[src/rtl/rr_mux_select_arbiter.sv]
// Round-robin arbiter driving the 2-bit select of a downstream 4:1 channel mux.
// A grant holds sel stable until done, request drop, or MAX_HOLD expiry; one dead cycle always follows.
//   state | meaning
//   IDLE  | no grant; sel holds last value, sel_valid=0; picks next winner from ptr
//   GRANT | sel/grant frozen, hcnt counts held cycles until a release cause is sampled
module rr_mux_select_arbiter #(
  parameter  int MAX_HOLD = 16,
  localparam int HCW      = $clog2(MAX_HOLD)
) (
  input  logic       clk,
  input  logic       rst_n,
  input  logic [3:0] req,
  input  logic       done,
  output logic [1:0] sel,
  output logic       sel_valid,
  output logic [3:0] grant,
  output logic       timeout
);

  typedef enum logic {IDLE = 1'b0, GRANT = 1'b1} state_t;

  state_t           state_q, state_d;
  logic [1:0]       sel_q, sel_d;
  logic             sel_valid_q, sel_valid_d;
  logic [3:0]       grant_q, grant_d;
  logic             timeout_q, timeout_d;
  logic [1:0]       ptr_q, ptr_d;
  logic [HCW-1:0]   hcnt_q, hcnt_d;

  logic [1:0]       win;
  logic [1:0]       cand;
  logic             rel_done, rel_drop, rel_hold;

  always_comb begin
    // Walk offsets from far to near so the source closest to ptr wins last.
    win  = ptr_q;
    cand = ptr_q;
    for (int i = 3; i >= 0; i--) begin
      cand = ptr_q + 2'(i);
      if (req[cand]) win = cand;
    end
  end

  assign rel_done = done;
  assign rel_drop = ~req[sel_q];
  assign rel_hold = (hcnt_q == HCW'(MAX_HOLD - 1));

  always_comb begin
    state_d     = state_q;
    sel_d       = sel_q;
    sel_valid_d = sel_valid_q;
    grant_d     = grant_q;
    timeout_d   = 1'b0;
    ptr_d       = ptr_q;
    hcnt_d      = hcnt_q;
    case (state_q)
      IDLE: begin
        if (|req) begin
          state_d     = GRANT;
          sel_d       = win;
          sel_valid_d = 1'b1;
          grant_d     = 4'b0001 << win;
          hcnt_d      = '0;
        end
      end
      GRANT: begin
        if (rel_done || rel_drop || rel_hold) begin
          state_d     = IDLE;
          sel_valid_d = 1'b0;
          grant_d     = 4'b0000;
          ptr_d       = sel_q + 2'd1;
          // Only flag a forced release when nothing else ended the grant.
          timeout_d   = rel_hold & ~rel_done & ~rel_drop;
        end else begin
          hcnt_d = hcnt_q + HCW'(1);
        end
      end
      default: state_d = IDLE;
    endcase
  end

  always_ff @(posedge clk or negedge rst_n) begin
    if (!rst_n) begin
      state_q     <= IDLE;
      sel_q       <= 2'b00;
      sel_valid_q <= 1'b0;
      grant_q     <= 4'b0000;
      timeout_q   <= 1'b0;
      ptr_q       <= 2'b00;
      hcnt_q      <= '0;
    end else begin
      state_q     <= state_d;
      sel_q       <= sel_d;
      sel_valid_q <= sel_valid_d;
      grant_q     <= grant_d;
      timeout_q   <= timeout_d;
      ptr_q       <= ptr_d;
      hcnt_q      <= hcnt_d;
    end
  end

  assign sel       = sel_q;
  assign sel_valid = sel_valid_q;
  assign grant     = grant_q;
  assign timeout   = timeout_q;

endmodule
[config.mk]
export PLATFORM = sky130hd
export DESIGN_NAME = rr_mux_select_arbiter
export DESIGN_NICKNAME = d
export VERILOG_FILES = /design/src/rtl/rr_mux_select_arbiter.sv
export SDC_FILE = /design/constraint.sdc
export NUM_CORES = 1
export LEC_CHECK = 0
export BUFFER_PORTS_ARGS = -buffer_cell sky130_fd_sc_hd__buf_2
export CORE_ASPECT_RATIO = 0.6
export CORE_MARGIN = 2
export CORE_UTILIZATION = 34
export DETAILED_ROUTE_END_ITERATION = 7
export GPL_ROUTABILITY_DRIVEN = 0
export PLACE_DENSITY = 0.64
export SETUP_SLACK_MARGIN = 0.3
export SYNTH_ARGS = -nofsm -noshare
export SYNTH_HDL_FRONTEND = slang
export SYNTH_SLANG_ARGS = --single-unit
export TNS_END_PERCENT = 100
[constraint.sdc]
create_clock -name clk -period 3 [get_ports clk]
set_input_delay 0.3 -clock clk [delete_from_list [all_inputs] [get_ports clk]]
set_output_delay 0.3 -clock clk [all_outputs]
set_load 0.05 [all_outputs]
# Word level (Yosys, flattened, before mapping)
# Cells that the tools add are included.
[totals] reg_bits=15 in_bits=7
[op_classes] add_sub_neg=5 magnitude_cmp=5 eq_ne=4 shift=1 muxes=28 bitwise_logic=5 reduce_logical=7
[op_table] op="4-bit two-way mux" n=4
[op_table] op="4-bit case mux with 2 select lines" n=2
[op_table] op="2-bit by 3-bit < comparator with 1-bit output, second input constant" n=5
[op_table] op="1-bit two-way mux" n=11
[op_table] op="1-bit binary-select mux with 2-bit select" n=5
[op_table] op="2-bit two-way mux" n=4
[op_table] op="2-bit AND reduction" n=4
[op_table] op="2-bit by 1-bit adder with 2-bit output, second input constant" n=2
[op_table] op="2-bit adder, second input constant" n=2
[op_table] op="4-bit by 1-bit adder with 4-bit output, second input constant" n=1
[op_table] op="4-bit == test, second input constant" n=1
[op_table] op="2-bit != test, second input constant" n=2
[op_table] op="1-bit case mux with 2 select lines" n=2
[op_table] op="4-bit OR reduction" n=1
[op_table] op="1-bit by 2-bit << shifter with 4-bit output, first input constant" n=1
[op_table] op="1-bit inverter" n=3
[op_table] op="1-bit bitwise AND" n=2
[op_table] op="1-bit logical OR" n=2
[op_table] op="2-bit by 1-bit != test with 1-bit output, second input constant" n=1

# Logic depth before layout (Yosys ltp)
# Gate-level depths: netlist of the first run.
[logic_depth] ltp_word=10 mapped_depth=5

# Least setup slack after synthesis of the first run
# OpenSTA, ideal clock, no wires.
[synth_path] path_kind="register to register" from="reg sel_q[1] (netlist: sel[1])" to="reg ptr_q[0]" setup_ns=0.086 arrival_ns=1.605 required_ns=2.914 slack_ns=1.309 stages_incl_launch_ff=5 path_buffers=0 period_less_slack_ns=1.691 path_cell_list="dfrtp_1 mux2i_1 o22ai_2 a21oi_2 mux2i_1"
[synth_between] elab_chain_len=6
[synth_lines] element="start, declared" line="23" rtl="logic [1:0] sel_q, sel_d;"
[synth_lines] element="start signal, assigned" line="93" rtl="sel_q <= sel_d;"
[synth_lines] element="1-bit binary-select mux with 2-bit select" line="45" rtl="assign rel_drop = ~req[sel_q];"
[synth_lines] element="1-bit two-way mux (not written as such)" line="45"
[synth_lines] element="1-bit inverter" line="45"
[synth_lines] element="1-bit logical OR (2 in a row)" line="67" rtl="if (rel_done || rel_drop || rel_hold) begin"
[synth_lines] element="2-bit AND reduction (no source line)"
[synth_lines] element="end signal, assigned" line="97" rtl="ptr_q <= ptr_d;"
[synth_lines] element="end, declared" line="27" rtl="logic [1:0] ptr_q, ptr_d;"
# Every way passes these cells. The select of a mux whose other input is x is not followed.
# A chain may end at the register's enable or synchronous reset.

# Worst setup path after layout of the first run
[layout_path] from="reg sel_q[1] (netlist: sel[1])" to="reg ptr_q[1]"
[layout_between] elab_chain_len=6 word_cells_on_any_way=7
[layout_lines] element="1-bit binary-select mux with 2-bit select" line="45"
[layout_lines] element="1-bit two-way mux (not written as such)" line="45"
[layout_lines] element="1-bit inverter" line="45"
[layout_lines] element="1-bit logical OR (2 in a row)" line="67"
[layout_lines] element="2-bit AND reduction (no source line)"
# Several ways; a longest one is shown, not always the timed one. The select of a mux whose other input is x is not followed.

==> key figures, run 1 <==
Outcome
  – Status: completed

Clock tree
  – Clock slew at reported path FFs: 0.07 ns
  – # Post-CTS Setup Buffers: 0
  – Worst skew pair latency: 0.25 ns
  – Cts bufs inserted: 3
  – Root buffer cell: clkbuf_8
  – Number of H-tree levels: 1
  – PostCTS Resize Cnt: 0
  – Clock buffer depth: 2
  – TritonCTS Sinks: 15
  – CTS tree: built
  – Cts hold-fix bufs: 1

Critical path
  – Setup slack, reg-to-reg: 1.40 ns
  – R2R Path Start: sel[1]$_DFFE_PN0P_
  – FF-to-FF End: ptr_q[1]$_DFFE_PN0P_
  – Crit path launch type: flop
  – Worst EP arrival: 1.78 ns
  – Critical Path Sink Type: flop
  – Kind of critical path: reg -> reg
  – Worst R2R Path Depth: 4
  – Crit-path max FO: 7
  – Worst path required time: 3.18 ns

Power
  – Fraction of power consumed by combinational cells: 50.2%
  – PwrDens: 1090 nW/µm²
  – Flop pwr share: 34.1%
  – Switch share: 48.1%
  – Internal power: 0.000551 W
  – Worst VDD drop: 642 µV
  – Static Leak: 0.493 nW
  – Clock power frac: 15.8%
  – Switching power: 0.000511 W

Placement
  – HPWL after DPL: 1270 µm
  – Placed Area: 922 µm²
  – Port Buffer Count: 14

Detailed routing
  – Iteration-0 DRC Markers: 93
  – DRT antenna net count: 0
  – Routed wire length: 1740 µm
  – DRT met1 WL: 968 µm
  – DR pass1 iterations: 4
  – Detailed-route DRC error count: 0
  – Routed vias/inst: 5.08
  – Via Count: 640
  – WL/cell: 13.8 µm
  – Routed wl met3: 145 µm
  – DR top layer: met3
  – Met2 wire len: 623 µm

Job
  – Max-cap violations: 0

Logic synthesis
  – Largest family of logic cells by synthesized area: compound AO/OA/AOI/OAI gates
  – Post-synth EDFFs: 0
  – Mapped Nets: 86
  – Post-Synth Simple-Gate Area: 16.8%
  – Mapped Avg Cell Area: 10.6 µm²
  – Sequential share of the synthesized area: 45.5%
  – YS warnings: 0
  – Ys async rst share: 100%
  – Predominant post-synthesis flop cell: dfrtp_1
  – Top cells by area, synth: dfrtp_1 (45%), mux2i_1 (8.5%), nand2_1 (5.5%), nor2b_1 (3.8%), o41ai_4 (3.3%)
  – Mapped cell area: 826 µm²
  – Mux cell area share after synthesis: 8.48%
  – Compound-cell area share of the yosys netlist: 22.6%
  – Synth area leader: dfrtp_1
  – Post-synthesis xor/xnor area fraction: 1.06%
  – Adder-cell share of the synthesized area: 1.52%
  – Cell count after synthesis: 78
  – Register bit total from synthesis: 15
  – Netlist cell types: 34
  – Share of Yosys cell area claimed by the top area cell type: 45.5%

Cells and area
  – Area Growth Syn to Fin: 18.5%
  – # diodes: 0
  – Fin area: 978 µm²
  – # nets final: 105
  – Share of cells above drive strength 1: 24.0%

Floorplanning
  – Die H: 42.2 µm
  – # rows: 13
  – Die Span X: 67.6 µm
  – Core area: 2230 µm²
  – Die ar.: 2850 µm²
  – Starting Density: 37.1%
  – Io pins: 15

STA
  – Final clock skew: 0.00217 ns
  – Setup TNS: 0 ns
  – Slew Limit Headroom: 42.1%
  – Period minus WS final: 1.60 ns
  – Final Hold Vio Count: 0
  – Unrepaired setup endpoints after global routing: false
  – Max Slew Vio Count: 0
  – Max Freq: 623 MHz
  – Worst-Margin Slew: 0.865 ns
  – Period utilization: 53.5%
  – Final setup vio count: 0

Hold path
  – Hold Crit Class: in -> async

GRT
  – All-Layer GR Usage: 13.6%
  – Largest net degree at the start of global routing: 17
  – First-pass GRT wire length: 2820 µm
  – Vias in the first global route: 598
  – Initial antenna violation count: 0
  – Grt total ovfl: 0
==> final cells by class <==
class / instances / area [µm²]
clock buffers: 3 / 41.3
clock inverters: 1 / 5.00
fillers: 222 / 1250
inverters: 6 / 22.5
multi-input cells: 56 / 417
flip-flops and latches: 15 / 375
well taps: 30 / 37.5
repair buffers: 15 / 80.1
==> Yosys cell counts, types with 2 or more instances <==
library cell / n
dfrtp_1: 15
nand2_1: 12
mux2i_1: 7
inv_1: 6
nor2b_1: 5
o22ai_1: 4
nand3_1: 2
==> kinds of logic (layout without fill, tap and decap cells) <==
group	after synthesis	after routing
flip-flops	15	15
AND/OR/NAND/NOR	27	27
multiplexers	7	7
adder cells (fa/ha/maj)	1	1
XOR/XNOR	1	1
buffers and inverters	7	25
AO/OA/AOI/OAI	20	20
==> through the flow <==
| step | instances | power, W | utilization [%] | setup WS [ns] | hold WS [ns] |
|---|---|---|---|---|---|
| after floorplan | 78 | 0.000779 | - | 1.31 | 0.00441 |
| after global placement | 121 | 0.000883 | 41.4 | 1.35 | 0.225 |
| after detailed placement | 121 | 0.000892 | 41.4 | 1.28 | 0.226 |
| after CTS | 126 | 0.00107 | 43.9 | 1.39 | 0.496 |
| after global routing | 126 | 0.00114 | 43.9 | 1.27 | 0.522 |
| final | 126 | 0.00106 | 43.9 | 1.40 | 0.482 |
==> per-layer routing <==
| layer | global-route usage [%] | vias to the layer above |
|---|---|---|
| met2 | 16.7 | 24 |
| met5 | 0 | - |
| met1 | 21.5 | 296 |
| met4 | 2.45 | 0 |
| li1 | - | 320 |
| met3 | 5.65 | 0 |
==> state kept, by name (all words and copies together) (netlist names) <==
signal	cells
grant	4
hcnt_q	4
ptr_q	2
sel	2
sel_valid	1
state_q	1
timeout	1
==> critical path, stage by stage, from the launching register on <==
cell and delay [ns]:
dfrtp_1 0.47, mux2i_1 0.26, o22ai_2 0.15, a21oi_2 0.41, mux2i_1 0.23
==> worst max path at each step <==
stage | start | end | slack (ns) | cells past startpoint
after floorplan | sel[1]$_DFFE_PN0P_ | ptr_q[0]$_DFFE_PN0P_ | 1.31 | 4
after global placement | req[1] | grant[3]$_DFFE_PN0P_ | 1.35 | 4
after detailed placement | req[1] | grant[3]$_DFFE_PN0P_ | 1.28 | 4
after CTS | sel[1]$_DFFE_PN0P_ | grant[2]$_DFFE_PN0P_ | 1.39 | 4
after global routing | sel[1]$_DFFE_PN0P_ | ptr_q[0]$_DFFE_PN0P_ | 1.27 | 4
final | sel[1]$_DFFE_PN0P_ | ptr_q[1]$_DFFE_PN0P_ | 1.40 | 4
==> power groups by stage <==
stage / Clock (W) / Sequential (W) / Combinational [W]
CTS: 0.000172 / 0.000359 / 0.000534
detailed placement: 0 / 0.000361 / 0.000531
floorplan: 0 / 0.000495 / 0.000283
global route: 0.000185 / 0.000376 / 0.000580
finish: 0.000167 / 0.000362 / 0.000533
global placement: 0 / 0.000359 / 0.000524
==> placed cells by master, fill, tap and decap left out, types with 2 or more instances in the layout <==
cell type  count
clkbuf_8       3
nand2_1       12
mux2i_1        7
nand3_1        2
inv_1          6
dfrtp_1       15
o22ai_1        4
nor2b_1        5
buf_2         14
Note: power is estimated with default switching activity, not from simulation.
==> inputs of run 2 (changes only) <==
--- a/config.mk
+++ b/config.mk
@@ -11,7 +11,7 @@
 export CORE_UTILIZATION = 34
 export DETAILED_ROUTE_END_ITERATION = 7
 export GPL_ROUTABILITY_DRIVEN = 0
-export PLACE_DENSITY = 0.64
+export PLACE_DENSITY = 0.66
 export SETUP_SLACK_MARGIN = 0.3
 export SYNTH_ARGS = -nofsm -noshare
 export SYNTH_HDL_FRONTEND = slang
==> constraint.sdc (replaced) <==
create_clock -name clk -period 1.4 [get_ports clk]
set_input_delay 0.14 -clock clk [delete_from_list [all_inputs] [get_ports clk]]
set_output_delay 0.14 -clock clk [all_outputs]
set_load 0.05 [all_outputs]
==> key figures, run 2 (synthesis gave the netlist of run 1 again) <==
Outcome
  – Status: finished, violations left
  – Failing checks: negative setup slack

Cells and area
  – # nets final: 121 (+15%)
  – Most common cell after layout, fill and taps aside: dfrtp_1
  – Area Growth Syn to Fin: 47.0%
  – Post-route insts no fill: 142 (+13%)
  – Most frequent cells in the layout: dfrtp_1 (13), buf_2 (12), buf_4 (12), nand2_1 (11), mux2i_1 (5)
  – # diodes: 0 (unchanged)
  – Fin area: 1210 µm² (+24%)
  – Share of cells above drive strength 1: 48.2% (+24 points)

Critical path
  – Worst EP arrival: 1.61 ns (-0.17 ns)
  – R2R Path Start: ptr_q[1]$_DFFE_PN0P_
  – Kind of critical path: reg -> reg
  – Crit-path max FO: 4 (-3)
  – FF-to-FF End: grant[0]$_DFFE_PN0P_
  – Worst path required time: 1.56 ns (-1.62 ns)
  – Crit path launch type: flop
  – Critical Path Sink Type: flop
  – Setup slack, reg-to-reg: -0.05 ns (-1.44 ns)
  – Worst R2R Path Depth: 4 (unchanged)

Power
  – Static Leak: 0.587 nW (+19%)
  – Power Total: 0.00282 W (+170%)
  – PwrDens: 2330 nW/µm² (+110%)
  – Worst VDD drop: 1570 µV (+150%)

Floorplanning
  – Io pins: 15 (unchanged)
  – Starting Density: 37.1% (unchanged)
  – Die ar.: 2850 µm² (unchanged)
  – Core area: 2230 µm² (unchanged)
  – # rows: 13 (unchanged)
  – Die H: 42.2 µm (unchanged)
  – Die Span X: 67.6 µm (unchanged)

STA
  – Final setup margin: -0.0459 ns (-1.44 ns)
  – Worst-Margin Slew: 0.351 ns (-0.514 ns)
  – Unrepaired setup endpoints after global routing: true
  – Period minus WS final: 1.45 ns (-0.158 ns)
  – Final setup vio count: 6 (+6)
  – Final Hold Vio Count: 0 (unchanged)
  – Final clock skew: 0.00531 ns (+0.00314 ns)
  – Period utilization: 103% (+50 points)
  – Max Freq: 692 MHz (+11%)
  – Slew Limit Headroom: 76.6% (+34 points)
  – Max Slew Vio Count: 0 (unchanged)

Placement
  – Placed Area: 1020 µm² (+11%)
  – Cell total after placement: 129 (+6.6%)
  – HPWL after DPL: 1350 µm (+5.9%)
  – Port Buffer Count: 14 (unchanged)

GRT
  – First-pass GRT wire length: 3390 µm (+20%)
  – All-Layer GR Usage: 16.0% (+2.4 points)
  – Vias in the first global route: 708 (+18%)
  – Initial antenna violation count: 0 (unchanged)
  – Largest net degree at the start of global routing: 16 (-1)
  – Grt total ovfl: 0 (unchanged)

Clock tree
  – TritonCTS Sinks: 15 (unchanged)
  – Clock buffer depth: 2 (unchanged)
  – Cts bufs inserted: 3 (unchanged)
  – CTS tree: built
  – Number of H-tree levels: 1 (unchanged)
  – Worst skew pair latency: 0.25 ns (about the same)
  – Root buffer cell: clkbuf_8
  – Clock slew at reported path FFs: 0.07 ns (about the same)

Detailed routing
  – DRT antenna net count: 0 (unchanged)
  – Iteration-0 DRC Markers: 50 (-46%)
  – WL/cell: 14.1 µm (+2.5%)
  – Routed vias/inst: 5.14 (+1.2%)
  – DR pass1 iterations: 4 (unchanged)
  – Detailed-route DRC error count: 0 (unchanged)
  – Via Count: 730 (+14%)
  – Routed wire length: 2010 µm (+15%)

Hold path
  – Hold Crit Class: in -> async

Job
  – Max-cap violations: 0 (unchanged)
## run 2: cell type report
type / instances / area [µm²]
inverters: 6 / 22.5
fillers: 188 / 1010
repair buffers: 31 / 240
flip-flops and latches: 15 / 378
clock buffers: 3 / 41.3
multi-input cells: 56 / 487
clock inverters: 1 / 7.51
well taps: 30 / 37.5
## run 2: worst max-delay path: stages, from the launching register on
cell	delay, ns
dfrtp_1	0.42
nor3b_2	0.17
a311o_1	0.30
o22a_1	0.23
o32ai_2	0.24
## run 2: power by group
part	internal, W	switching, W
Clock	0.000200	0.000160
Sequential	0.000606	0.000159
Combinational	0.000771	0.000927
Total	0.00158	0.00125
## run 2: what timing repair did
item / CTS / global route
hold endpoints to repair: 15 / 0
buffers inserted: 4 / 4
endpoints found under the setup margin: 17 / 16
hold buffers: 1 / 0
pin swaps: 8 / 3
resized for setup: 15 / 1
## run 2: metrics by stage
stage                     utilization, %  hold WS (ns)  worst slack (ns)  setup TNS (ns)
final                               54.5         0.334           -0.0459          -0.159
after global routing                54.5         0.353            -0.112          -0.773
after CTS                           52.3         0.347           -0.0407          -0.118
after detailed placement            45.9        0.0753           -0.0320         -0.0323
after global placement              45.9        0.0636          -0.00269        -0.00269
after floorplan                        -        -0.156           -0.0678          -0.387
## run 2: routing by layer
layer	global-route usage [%]	vias to the layer above	routed length (µm)
li1	-	352	-
met1	25.3	355	1040
met2	20.6	23	829
met3	4.84	0	138
met4	3.67	0	0
met5	0	-	0
## run 2: worst max-delay path by stage
stage,from,end,slack [ns],depth (start not counted)
6_report,ptr_q[1]$_DFFE_PN0P_,grant[0]$_DFFE_PN0P_,-0.05,4
3_5_place_dp,ptr_q[1]$_DFFE_PN0P_,grant[0]$_DFFE_PN0P_,-0.03,4
4_1_cts,ptr_q[1]$_DFFE_PN0P_,grant[0]$_DFFE_PN0P_,-0.04,4
2_1_floorplan,sel[1]$_DFFE_PN0P_,ptr_q[0]$_DFFE_PN0P_,-0.07,4
3_3_place_gp,ptr_q[0]$_DFFE_PN0P_,grant[1]$_DFFE_PN0P_,-0.003,4
5_1_grt,ptr_q[1]$_DFFE_PN0P_,grant[1]$_DFFE_PN0P_,-0.11,5
